[config.mk]
export PLATFORM = sky130hd
export DESIGN_NAME = fetch_controller
export DESIGN_NICKNAME = d
export VERILOG_FILES = /design/src/rtl/fetch_controller_pkg.sv /design/src/rtl/fetch_controller_buffer.sv /design/src/rtl/fetch_controller.sv
export SDC_FILE = /design/constraint.sdc
export NUM_CORES = 1
export LEC_CHECK = 0
export ABC_CLOCK_PERIOD_IN_PS = 6900
export BUFFER_PORTS_ARGS = -buffer_cell sky130_fd_sc_hd__buf_2
export CORE_MARGIN = 2
export CORE_UTILIZATION = 40
export CTS_CLUSTER_DIAMETER = 50
export DETAILED_ROUTE_END_ITERATION = 10
export MAX_ROUTING_LAYER = met4
export PLACE_DENSITY = 0.68
export SLEW_MARGIN = 5
export SYNTH_ARGS = -nofsm -noshare
export SYNTH_HDL_FRONTEND = slang
export SYNTH_SLANG_ARGS = --single-unit
export TNS_END_PERCENT = 30
[constraint.sdc]
create_clock -name clk -period 6.9 [get_ports clk]
set_input_delay 0.69 -clock clk [delete_from_list [all_inputs] [get_ports clk]]
set_output_delay 0.69 -clock clk [all_outputs]
set_load 0.01 [all_outputs]
[src/rtl/fetch_controller_pkg.sv]
// Shared types and constants for the instruction-fetch sequencer.
package fetch_controller_pkg;

  typedef enum logic {StRun, StDrain} fc_state_e;

  localparam int unsigned WordBytes      = 4;
  localparam logic [31:0] DefaultResetPc = 32'h0;

  typedef struct packed {
    logic [31:0] addr;
    logic [31:0] word;
  } fetch_entry_t;

  function automatic logic [31:0] word_align(input logic [31:0] addr);
    return {addr[31:2], 2'b00};
  endfunction

endpackage

[src/rtl/fetch_controller_buffer.sv]
// Prefetch FIFO of {address, word} pairs; flush beats push, push+pop legal when full.
module fetch_controller_buffer
  import fetch_controller_pkg::*;
#(
  parameter int unsigned Depth = 2
) (
  input  logic         i_clk,
  input  logic         i_rst,
  input  logic         i_push,
  input  logic         i_pop,
  input  logic         i_flush,
  input  fetch_entry_t i_entry,
  output fetch_entry_t o_head,
  output logic         o_full,
  output logic         o_empty
);

  localparam int unsigned AddrW = $clog2(Depth);
  localparam logic [AddrW:0] PtrOne = {{AddrW{1'b0}}, 1'b1};

  logic [AddrW:0] r_wptr;
  logic [AddrW:0] r_rptr;
  fetch_entry_t   r_mem [Depth];
  logic           w_push;
  logic           w_pop;

  assign o_empty = (r_wptr == r_rptr);
  assign o_full  = (r_wptr[AddrW] != r_rptr[AddrW]) &&
                   (r_wptr[AddrW-1:0] == r_rptr[AddrW-1:0]);
  assign o_head  = r_mem[r_rptr[AddrW-1:0]];
  assign w_push  = i_push && (!o_full || i_pop);
  assign w_pop   = i_pop && !o_empty;

  always_ff @(posedge i_clk) begin
    if (i_rst || i_flush) begin
      r_wptr <= '0;
      r_rptr <= '0;
    end else begin
      if (w_push) r_wptr <= r_wptr + PtrOne;
      if (w_pop)  r_rptr <= r_rptr + PtrOne;
    end
  end

  // When full, the write slot is the head being popped this cycle, so overwriting is safe.
  always_ff @(posedge i_clk) begin
    if (w_push && !i_flush) r_mem[r_wptr[AddrW-1:0]] <= i_entry;
  end

endmodule

[src/rtl/fetch_controller.sv]
// Fetch sequencer: owns the fetch PC, issues word requests, buffers returns, handles redirects.
module fetch_controller
  import fetch_controller_pkg::*;
#(
  parameter int unsigned BUF_DEPTH = 2,
  parameter logic [31:0] RESET_PC  = DefaultResetPc
) (
  input  logic        clk,
  input  logic        rst,
  input  logic        freeze,
  input  logic        branch_taken,
  input  logic [31:0] branch_address,
  output logic        mem_req,
  output logic [31:0] mem_address,
  input  logic        mem_ready,
  input  logic [31:0] mem_instruction,
  output logic        valid,
  output logic [31:0] instruction,
  output logic [31:0] pc
);

  fc_state_e    r_state;
  logic [31:0]  r_fetch_pc;
  logic [31:0]  r_stale_addr;
  fetch_entry_t w_head;
  logic         w_full;
  logic         w_empty;
  logic         w_run;
  logic         w_pop;
  logic         w_push;

  assign w_run = (r_state == StRun);
  assign valid = !w_empty;
  assign w_pop = valid && !freeze;

  // DRAIN keeps the stale request up until memory completes it.
  assign mem_req     = !rst && (w_run ? (!w_full || w_pop) : 1'b1);
  assign mem_address = rst ? RESET_PC : (w_run ? r_fetch_pc : r_stale_addr);
  assign w_push      = w_run && mem_req && mem_ready && !branch_taken;

  fetch_controller_buffer #(
    .Depth (BUF_DEPTH)
  ) u_buffer (
    .i_clk   (clk),
    .i_rst   (rst),
    .i_push  (w_push),
    .i_pop   (w_pop),
    .i_flush (branch_taken),
    .i_entry ({mem_address, mem_instruction}),
    .o_head  (w_head),
    .o_full  (w_full),
    .o_empty (w_empty)
  );

  always_ff @(posedge clk) begin
    if (rst) begin
      r_state      <= StRun;
      r_fetch_pc   <= RESET_PC;
      r_stale_addr <= RESET_PC;
    end else begin
      if (branch_taken) r_fetch_pc <= word_align(branch_address);
      else if (w_push)  r_fetch_pc <= r_fetch_pc + 32'(WordBytes);
      case (r_state)
        StRun: begin
          if (branch_taken && mem_req && !mem_ready) begin
            r_state      <= StDrain;
            r_stale_addr <= r_fetch_pc;
          end
        end
        StDrain: begin
          if (mem_ready) r_state <= StRun;
        end
        default: r_state <= StRun;
      endcase
    end
  end

  assign instruction = valid ? w_head.word : '0;
  assign pc          = valid ? (w_head.addr + 32'(WordBytes)) : '0;

endmodule

Yosys cells after proc, flatten, opt, wreduce, memory -nomap -nowiden
Memory sizes are Yosys's and may differ from the RTL's. A register that Yosys moved wholly into a read port is not among the register bits.
Index checks and enable logic that the tools add are counted.
{"block": "word_totals", "reg_bits": 69, "mem_bits_rw": 128, "input_bits": 69, "out_inout_bits": 98, "wordCells": 51, "mem_count": 1}
{"name": "u_buffer.r_mem", "depth": 2, "width": 64, "rd": 1, "rd_clocked_by_memory_dff": 1, "wr": 1, "line_no": "fetch_controller_buffer.sv:23", "source": "fetch_entry_t r_mem [Depth];"}
{"block": "classes", "n_addsub": 4, "eq_ne": 3, "n_mux": 14, "bitwise": 1, "n_reduce_logical": 22}
{"operator": "$mux W32", "count": 6}
{"operator": "$add A32 B3 Y32 const B", "count": 2}
{"operator": "$logic_and A1 B1 Y1", "count": 11}
{"operator": "$mux W1", "count": 7}
{"operator": "$logic_not A1 Y1", "count": 6}
{"operator": "$add A2 B1 Y2 const B", "count": 2}
{"operator": "$eq A2 B2 Y1", "count": 1}
{"operator": "$logic_or A1 B1 Y1", "count": 2}
{"operator": "$pmux W1 S2", "count": 1}
{"operator": "$reduce_and A2 Y1", "count": 1}
{"operator": "$reduce_bool A2 Y1", "count": 1}
{"operator": "$reduce_or A2 Y1", "count": 1}
{"operator": "$eq A1 B1 Y1", "count": 1}
{"operator": "$ne A1 B1 Y1", "count": 1}
{"operator": "$not A1 Y1", "count": 1}

Logic depth before layout (Yosys ltp)
Gate-level depths: netlist of the first run.
{"block": "depth", "word_depth": 13, "mapped_depth": 11, "depth_no_buf": 7}

By module
Synthesis of the first run repeated with hierarchy kept, for this count alone.
{"block": "hier_totals", "hier_cells": 814, "hier_area_um2": 9157.5}
{"module": "fetch_controller_buffer", "instances": 1, "cells_each": 238, "area_per_inst_um2": 4917.2, "seq_area_each_um2": 3943.8}
{"module": "fetch_controller", "instances": 1, "cells_each": 576, "area_per_inst_um2": 4240.3, "seq_area_each_um2": 1221.2}

Least setup slack after synthesis of the first run
No wires, ideal clock.
{"block": "synth_path", "path_type": "input to register", "startpoint": "in branch_taken", "endpoint": "mem u_buffer.r_mem[1][0] in the netlist's numbering (enable)", "setup_time_ns": 0.571, "arrival_ns": 5.902, "required_ns": 6.329, "path_slack_ns": 0.426, "stages": 4, "n_path_buf": 3, "cell_sequence": "clkbuf_1 > clkbuf_1 > clkbuf_1 > nor3b_1"}
{"block": "synth_via", "elab_chain_len": 6}
{"element": "start, declared", "line_no": "fetch_controller.sv:11", "source": "input logic branch_taken,"}
{"element": "$logic_not A1 Y1 (*)", "line_no": "fetch_controller_buffer.sv:46, fetch_controller.sv:39"}
{"element": "$logic_and A1 B1 Y1", "line_no": "fetch_controller.sv:39", "source": "assign w_push = w_run && mem_req && mem_ready && !branch_taken;"}
{"element": "$logic_and A1 B1 Y1", "line_no": "fetch_controller_buffer.sv:31", "source": "assign w_push = i_push && (!o_full || i_pop);"}
{"element": "$logic_and A1 B1 Y1 (*)", "line_no": "fetch_controller_buffer.sv:46", "source": "if (w_push && !i_flush) r_mem[r_wptr[AddrW-1:0]] <= i_entry;"}
{"element": "$mux W1 (*)", "line_no": "fetch_controller_buffer.sv:46"}
{"element": "$mux W1 (not written as such) (*)", "line_no": "fetch_controller_buffer.sv:46"}
{"element": "end, declared", "line_no": "fetch_controller_buffer.sv:23"}
Every way passes the cells marked *; elsewhere a longest branch is shown, timed or not.

==> run summary, run 1 <==
Post-CTS sizing - 0
Area growth from synthesis to layout - 16.8%
H-tree depth - 4
Hold path endpoint - u_buffer.r_mem[1][8]$_DFFE_PP_
Reg clk slew, reported paths - 0.08 ns
R2r setup slk - 3.99 ns
I/O pins - 167
Register bit total from synthesis - 190
GRT Residual Overflow - 0
CTS Buf Count - 17
Starting Density - 40.9%
1st-iter DRT viols - 446
EDFF count, synth - 124
Final wirelength - 21400 um
RSZ-0062 raised after global routing - no
Worst path required time - 6.21 ns
Fin crit share - 63.0%
Hpwl dp - 14800 um
Lkg Pwr - 4.00 nW
Post-layout min period - 4.34 ns
CP Data Arrival Time - 3.65 ns
FMAX - 0.230 GHz
GPL Wtd Cong - 0.783
TritonCTS clock tree - built
Die Height - 156 um
Core Rows - 55
Vias per inst - 5.21
Sum Neg Setup Slack - 0 ns
Clock Skew - 0.0123 ns
Peak VDD IR - 146 uV
DRC violations left - 0
Mapped Cells - 869
Register area share after synthesis - 54.3%
Slew Limit Fails - 0
CTS max path bufs - 2
Hold-fix buffers, CTS - 0
ANT nets after route - 0
Number of max-cap violations - 0
Largest net degree at the start of global routing - 69
Slew @ Worst Pin - 1.18 ns
Number of global-route vias before repair - 6158
Die width - 156 um
DR vias - 6737
Startpoint Class - flip-flop
Synthesis Warnings - 0
Hold Path Depth - 1
HP Class - primary input to flip-flop
Setup repair bufs after CTS - 0
Port bufs - 160
Initial antenna violation count - 0
Clk_lat worst skew - 0.43 ns
Gr usage total - 17.7%
PD cells - 227 mW/mm^2
Drt pass-1 iters - 5
Reg-to-Reg End - u_buffer.r_mem[1][11]$_DFFE_PP_
CP Max Fanout - 50
First-pass GRT wire length - 33100 um
Total die area - 0.0245 mm^2
Status - finished, final reports clean
Clk root buf - clkbuf_16
Reg2reg path depth - 4
Asr flop ratio synth - 0%
Setup CP Type - flip-flop to output pin
Ys flop type - edfxtp_1
Final setup fails - 0
Drt wl/cell - 16.5 um
Power consumption - 0.00246 W
Synthesized cell area - 0.00930 mm^2
Syn avg cell area - 10.7 um^2
Fraction of layout cells with a size suffix above 1 - 23.0%
Nets - 1067
CP Capture Type - output pin
Worst slew margin - 21.3%
Hold Crit Start - mem_instruction[8]
Reg2reg start - r_state$_SDFF_PP0_
Filler cells - 2085
Clk sinks - 190
Core ar. - 0.0227 mm^2
Count of final hold-check violations - 0
N_diodes - 0
Synth cell types - 64
## cells in the final DEF, fill, tap and decap left out, drive strengths merged, types with 18 or more instances in the layout
cell type / Yosys / routed
buf: 26 / 166
edfxtp: 124 / 124
nand2: 94 / 94
nor2: 92 / 92
mux2i: 85 / 85
dfxtp: 66 / 66
a21oi: 60 / 60
inv: 23 / 31
nor3: 30 / 30
nand3: 24 / 24
o21a: 22 / 22
xor2: 22 / 22
clkbuf: 35 / 18
nor4: 18 / 18
## critical path, stage by stage, from the launching register on
cell,delay (ns)
dfxtp_4,0.74
buf_4,0.67
nand2_1,0.13
o22ai_1,0.33
nand4_1,0.49
o31a_1,0.44
nor3_1,0.21
buf_2,0.17
## stage by stage
stage	setup slack (ns)	hold slack, ns	instances	utilization (%)	area (um^2)
after floorplan	0.426	0.436	872	-	9310
after detailed placement	2.99	0.446	1262	45.2	10300
after global routing	2.26	0.425	1294	47.8	10900
after global placement	3.07	0.441	1262	45.2	10300
final	2.56	0.445	1294	47.8	10900
after CTS	2.53	0.427	1294	47.8	10900
## worst max path at each step
stage | start | endpoint | slack, ns | cells past startpoint
final | flip-flop | pc[27] | 2.56 | 7
after global routing | flip-flop | pc[27] | 2.26 | 7
after global placement | flip-flop | pc[27] | 3.07 | 7
after floorplan | branch_taken | u_buffer.r_mem[1][0]$_DFFE_PP_ | 0.43 | 4
after detailed placement | flip-flop | pc[27] | 2.99 | 7
after CTS | flip-flop | pc[27] | 2.53 | 7
## sequential cells by signal (all words and copies together) (netlist names), named ones only
signal	cells
u_buffer.r_rptr	2
r_fetch_pc	30
u_buffer.r_wptr	2
r_stale_addr	30
u_buffer.r_mem	124
r_state	1
## layout make-up
class	instances	area (um^2)	share of cell area, %
clock buffers	18	429	3.95
clock inverters	14	173	1.59
inverters	23	86.3	0.795
multi-input cells	598	3920	36.1
flip-flops and latches	190	5050	46.5
well taps	285	357	3.28
repair buffers	166	846	7.79
## cells in the mapped netlist, drive strengths merged, types with 7 or more instances
| library cell | count | area [um^2] |
|---|---|---|
| edfxtp | 124 | 3720 |
| nand2 | 94 | 353 |
| nor2 | 92 | 345 |
| mux2i | 85 | 851 |
| dfxtp | 66 | 1320 |
| a21oi | 60 | 300 |
| clkbuf | 35 | 131 |
| nor3 | 30 | 150 |
| buf | 26 | 149 |
| nand3 | 24 | 120 |
| inv | 23 | 86.3 |
| o21a | 22 | 165 |
| xor2 | 22 | 200 |
| nor4 | 18 | 168 |
| xnor2 | 17 | 149 |
| nand4 | 16 | 100 |
| nor2b | 12 | 75.1 |
| mux2 | 10 | 113 |
| nor3b | 8 | 65.1 |
| a22oi | 7 | 76.3 |
| a31oi | 7 | 43.8 |
## per-layer routing
metal,routed length (um),part of all wire (%),global-route usage (%),vias up
met4,299,1.4,4.98,0
li1,-,-,-,3373
met3,1240,5.8,3.27,22
met1,10300,48,24.3,3141
met5,0,0,-,-
met2,9570,45,27.0,201
## power by group
part / switching [W] / internal [W]
Sequential: 0.0000346 / 0.00124
Clock: 0.000455 / 0.000551
Combinational: 0.000109 / 0.0000750
Total: 0.000599 / 0.00186
## cells by family after synthesis
logic type / Yosys count / synth area share [%]
buf+inv: 84 / 3.94
compound gates: 125 / 9.37
simple gates: 333 / 18.0
fa+ha+maj: 2 / 0.269
xor+xnor: 39 / 3.75
flops: 190 / 54.3
other cells: 1 / 0.0403
mux: 95 / 10.4
Power figures use the tool's default switching activity.
==> inputs of run 2 (changes only) <==
--- a/config.mk
+++ b/config.mk
@@ -5,7 +5,7 @@
 export SDC_FILE = /design/constraint.sdc
 export NUM_CORES = 1
 export LEC_CHECK = 0
-export ABC_CLOCK_PERIOD_IN_PS = 6900
+export ABC_CLOCK_PERIOD_IN_PS = 3600
 export BUFFER_PORTS_ARGS = -buffer_cell sky130_fd_sc_hd__buf_2
 export CORE_MARGIN = 2
 export CORE_UTILIZATION = 40
==> constraint.sdc (replaced) <==
create_clock -name clk -period 3.6 [get_ports clk]
set_input_delay 0.36 -clock clk [delete_from_list [all_inputs] [get_ports clk]]
set_output_delay 0.36 -clock clk [all_outputs]
set_load 0.01 [all_outputs]
==> run 2 against run 1 <==
Compared with the run above: clock power rose by 75%; non-clock buffer count rose by 7; combinational power increased by 99%; total power increased by 85%; global-route usage up 0.31 points; clock skew decreased by 0.0025 ns; wire length increased by 2.0%; via count up 1.3%; sequential share of layout area fell by 0.21 points; cell count rose by 0.46%; critical endpoint is now pc[30].
==> run summary, run 2 (synthesis results as in run 1) <==
Initial antenna violation count - 0
CP Capture Type - output pin
Dpl ws - 0.606 ns
Worst path required time - 3.24 ns
Number of global-route vias before repair - 6242
I/O pins - 167
Slew @ Worst Pin - 0.916 ns
Count of final hold-check violations - 0
Setup CP Type - flip-flop to output pin
Worst slew margin - 38.6%
Startpoint Class - flip-flop
Final setup fails - 0
GRT Residual Overflow - 0
ANT nets after route - 0
Final WS setup - 0.273 ns
Total die area - 0.0245 mm^2
Gr usage total - 18.1%
Commonest non-fill, non-tap cell in the layout - buf_2
Fraction of layout cells with a size suffix above 1 - 23.5%
Die Height - 156 um
Port bufs - 160
CP Max Fanout - 20
1st-iter DRT viols - 484
Power consumption - 0.00456 W
H-tree depth - 4
Die width - 156 um
Clock Skew - 0.00980 ns
Core Rows - 55
Peak VDD IR - 270 uV
CP cell instances - mux2_2 -> ha_1 -> nand4b_1 -> a22oi_2 -> nand4_1 -> nor4b_1 -> mux2i_1 -> buf_2
Worst path max stage delay - 0.48 ns
Core ar. - 0.0227 mm^2
CP Data Arrival Time - 2.97 ns
Lkg Pwr - 4.01 nW
Max reg flops - 124
Final Util - 48.0%
Starting Density - 40.9%
Slowest-stage cell, CP - dfxtp_4
Drt wl/cell - 16.8 um
Number of max-cap violations - 0
HP Class - primary input to flip-flop
CTS max path bufs - 2
DRC violations left - 0
Largest net degree at the start of global routing - 64
CTS Buf Count - 17
Most frequent cells in the layout - 160 x buf_2, 124 x edfxtp_1, 94 x nand2_1
N_diodes - 0
Vias per inst - 5.25
Post-layout min period - 3.33 ns
Sum Neg Setup Slack - 0 ns
Hpwl dp - 15300 um
Area growth from synthesis to layout - 17.3%
GPL Wtd Cong - 0.797
First-pass GRT wire length - 33600 um
Hold WS - 0.115 ns
DR vias - 6825
Post-CTS sizing - 0
Clk_lat worst skew - 0.43 ns
Reg clk slew, reported paths - 0.07 ns
Drt pass-1 iters - 5
Clk sinks - 190
Fin crit share - 92.4%
RSZ-0062 raised after global routing - no
PD cells - 419 mW/mm^2
Hold-fix buffers, CTS - 0
Nets - 1074
Final wirelength - 21800 um
Slew Limit Fails - 0
TritonCTS clock tree - built
FMAX - 0.301 GHz
Status - finished, final reports clean
Clk root buf - clkbuf_16
[run 2: power by group]
part           internal (W)  total [W]  switching (W)
Sequential          0.00237    0.00243      0.0000566
Combinational      0.000147   0.000367       0.000220
Clock              0.000907    0.00177       0.000861
Total               0.00343    0.00456        0.00114
[run 2: final timing paths]
path | start | end | slack [ns] | cells past startpoint
worst max-delay path | flip-flop | pc[30] | 0.27 | 8
worst min-delay path | mem_instruction[24] | u_buffer.r_mem[0][24]$_DFFE_PP_ | 0.12 | 1
worst max register to register | u_buffer.r_wptr[0]$_SDFFE_PP0P_ | r_fetch_pc[31]$_SDFFE_PP0P_ | 1.25 | 5
worst min register to register | r_stale_addr[7]$_SDFFE_PP0P_ | r_stale_addr[7]$_SDFFE_PP0P_ | 0.45 | 2
[run 2: what timing repair did]
item	4_1_cts	5_1_grt
setup buffers	0	1
endpoints found under the hold margin	0	0
setup endpoints to repair	0	1
[run 2: worst max-delay path, delay by kind of cell (launching register included)]
| kind | cells | cell delay, ns |
|---|---|---|
| AND/OR/NAND/NOR | 3 | 0.88 |
| adder cells (fa/ha/maj) | 1 | 0.25 |
| multiplexers | 2 | 0.44 |
| AO/OA/AOI/OAI | 1 | 0.30 |
| flip-flops | 1 | 0.48 |
| buffers and inverters | 1 | 0.17 |
[run 2: layer usage]
layer  vias up  GRT usage [%]  routed length, um
met5         -              -                  0
met4         0           3.71                166
met3        17           3.60               1230
met2       211           28.1              10000
met1      3205           24.7              10400
li1       3392              -                  -
[run 2: cell type report]
cell class	instances	area [um^2]
fillers	2110	11800
well taps	285	357
flip-flops and latches	190	5050
clock inverters	14	128
inverters	23	86.3
repair buffers	173	931
clock buffers	17	425
multi-input cells	598	3930
[run 2: stage by stage]
| stage | cells | cell area, um^2 |
|---|---|---|
| 5_1_grt | 1300 | 10900 |
| 3_5_place_dp | 1268 | 10300 |
| 2_1_floorplan | 872 | 9330 |
| 3_3_place_gp | 1268 | 10300 |
| 6_report | 1300 | 10900 |
| 4_1_cts | 1299 | 10900 |
==> inputs of run 3 (changes only) <==
==> constraint.sdc (replaced) <==
create_clock -name clk -period 3.6 [get_ports clk]
set_input_delay 0 -clock clk [delete_from_list [all_inputs] [get_ports clk]]
set_output_delay 0 -clock clk [all_outputs]
set_load 0.01 [all_outputs]
==> run 3 against run 2 <==
Compared with the run above: cell count rose by 4.8%; maximum frequency rose by 14%; clock skew barely moved; flip-flop and latch count did not move; global-route usage rose by 0.35 points; critical path depth did not move; sequential share of layout area fell by 2.6 points; sequential power barely moved; clock-buffer cell count did not move; clock power rose by 6%; die area did not move; critical path type unchanged; critical endpoint unchanged.
==> run summary, run 3 (synthesis results as in run 1) <==
Post-layout min period - 2.93 ns
FMAX - 0.342 GHz
Area growth from synthesis to layout - 24.3%
Cell Count, Final, Fillers Out - 1362
Drt wl/cell - 16.3 um
CTS Buf Count - 17
Final wirelength - 22200 um
Starting Density - 40.9%
Port bufs - 160
DRC violations left - 0
Count of final hold-check violations - 0
H-tree depth - 4
N_diodes - 0
Reg clk slew, reported paths - 0.07 ns
Max reg flops - 124
Clk sinks - 190
Status - finished, final reports clean
Final WS setup - 0.674 ns
Core Rows - 55
Largest net degree at the start of global routing - 93
Clk_lat worst skew - 0.43 ns
Reg2reg start - r_fetch_pc[4]$_SDFFE_PP0P_
PD cells - 409 mW/mm^2
Worst path max stage delay - 0.50 ns
Setup CP Type - flip-flop to output pin
First-pass GRT wire length - 34300 um
Drt pass-1 iters - 5
Startpoint Class - flip-flop
Top delay family on crit path - simple AND/OR/NAND/NOR gates
Slew Limit Fails - 0
Clk root buf - clkbuf_16
Hold Crit Start - rst
HP Class - primary input to flip-flop
Die Height - 156 um
CP Data Arrival Time - 2.93 ns
Total die area - 0.0245 mm^2
Dpl ws - 1.04 ns
Worst path required time - 3.60 ns
Lkg Pwr - 4.30 nW
Reg-to-Reg End - r_fetch_pc[27]$_SDFFE_PP0P_
CP Max Fanout - 25
Peak VDD IR - 325 uV
DR vias - 6980
CP cell instances - mux2_2 -> ha_1 -> nand4b_1 -> a22oi_2 -> nand4_1 -> nor4b_1 -> mux2i_1 -> buf_2
I/O pins - 167
Hold Path Depth - 5
Fraction of layout cells with a size suffix above 1 - 21.9%
Worst slew margin - 26.2%
Nets - 1135
CP Buf/Inv Count - 1
1st-iter DRT viols - 481
TritonCTS clock tree - built
GPL Wtd Cong - 0.823
Hold path endpoint - u_buffer.r_wptr[1]$_SDFFE_PP0P_
Vias per inst - 5.12
CTS max path bufs - 2
Fin crit share - 81.3%
GRT Residual Overflow - 0
Die width - 156 um
Core ar. - 0.0227 mm^2
Gr usage total - 18.4%
R2r setup slk - 1.15 ns
Slowest-stage cell, CP - dfxtp_4
Clock Skew - 0.0102 ns
Commonest non-fill, non-tap cell in the layout - buf_2
Number of global-route vias before repair - 6590
CP Capture Type - output pin
ANT nets after route - 0
RSZ-0062 raised after global routing - no
Filler cells - 2010
Reg2reg path depth - 5
Most frequent cells in the layout - 160 x buf_2, 124 x edfxtp_1, 94 x nand2_1
Slew @ Worst Pin - 1.11 ns
Hpwl dp - 15000 um
Final setup fails - 0
Number of max-cap violations - 0
Inst Count DP - 1266
Initial antenna violation count - 0
Sum Neg Setup Slack - 0 ns
[run 3: cell types whose count changed in the layout (fill, tap and decap cells not counted), sizes merged]
cell         delta
buf             -3
bufinv          +1
clkinv          +5
clkinvlp        -6
dlygate4sd3    +64
inv             +1
[run 3: worst max-delay path by stage]
stage | start | to | slack (ns) | depth (start not counted)
2_1_floorplan | u_buffer.r_wptr[1]$_SDFFE_PP0P_ | u_buffer.r_mem[0][0]$_DFFE_PP_ | -0.35 | 3
3_3_place_gp | flip-flop | pc[28] | 1.13 | 7
3_5_place_dp | flip-flop | pc[28] | 1.04 | 7
4_1_cts | flip-flop | pc[28] | 0.59 | 7
5_1_grt | flip-flop | pc[28] | 0.42 | 7
6_report | flip-flop | pc[30] | 0.67 | 8
[run 3: tightest hold or removal path, stage by stage]
cell	delay [ns]
buf_2	0.15
nor3b_2	0.10
nand3_1	0.10
xor2_1	0.07
nor2_1	0.07
[run 3: final cells by class]
class | instances | area, um^2 | share of cell area [%]
clock buffers | 17 | 425 | 3.68
clock inverters | 15 | 166 | 1.44
inverters | 23 | 86.3 | 0.747
multi-input cells | 598 | 3930 | 34.0
flip-flops and latches | 190 | 5050 | 43.7
well taps | 285 | 357 | 3.09
repair buffers | 234 | 1540 | 13.3
[run 3: per-stage QoR]
stage | utilization (%) | hold WS (ns) | total power (W) | cell area [um^2]
final | 50.9 | 0.0958 | 0.00472 | 11600
after global routing | 50.9 | 0.142 | 0.00490 | 11600
after CTS | 50.9 | 0.0645 | 0.00476 | 11600
after detailed placement | 45.4 | 0.192 | 0.00284 | 10300
after global placement | 45.4 | 0.188 | 0.00284 | 10300
after floorplan | - | 0.0768 | 0.00270 | 9330
[run 3: metal layers]
metal	wire length, um	vias up	share of wire (%)	track usage [%]
met1	10500	3274	47	24.1
met5	0	-	0	-
met3	1040	11	4.7	3.54
met2	10500	180	47	29.8
li1	-	3515	-	-
met4	120	0	0.54	4.15
[run 3: power by group]
group          switching, W  internal, W
combinational      0.000226     0.000192
clock              0.000881     0.000992
sequential        0.0000620      0.00237
[run 3: what timing repair did]
item | 4_1_cts | 5_1_grt
resized for setup | 0 | 0
hold endpoints to repair | 97 | 0
setup buffers | 0 | 0
hold buffers | 64 | 0
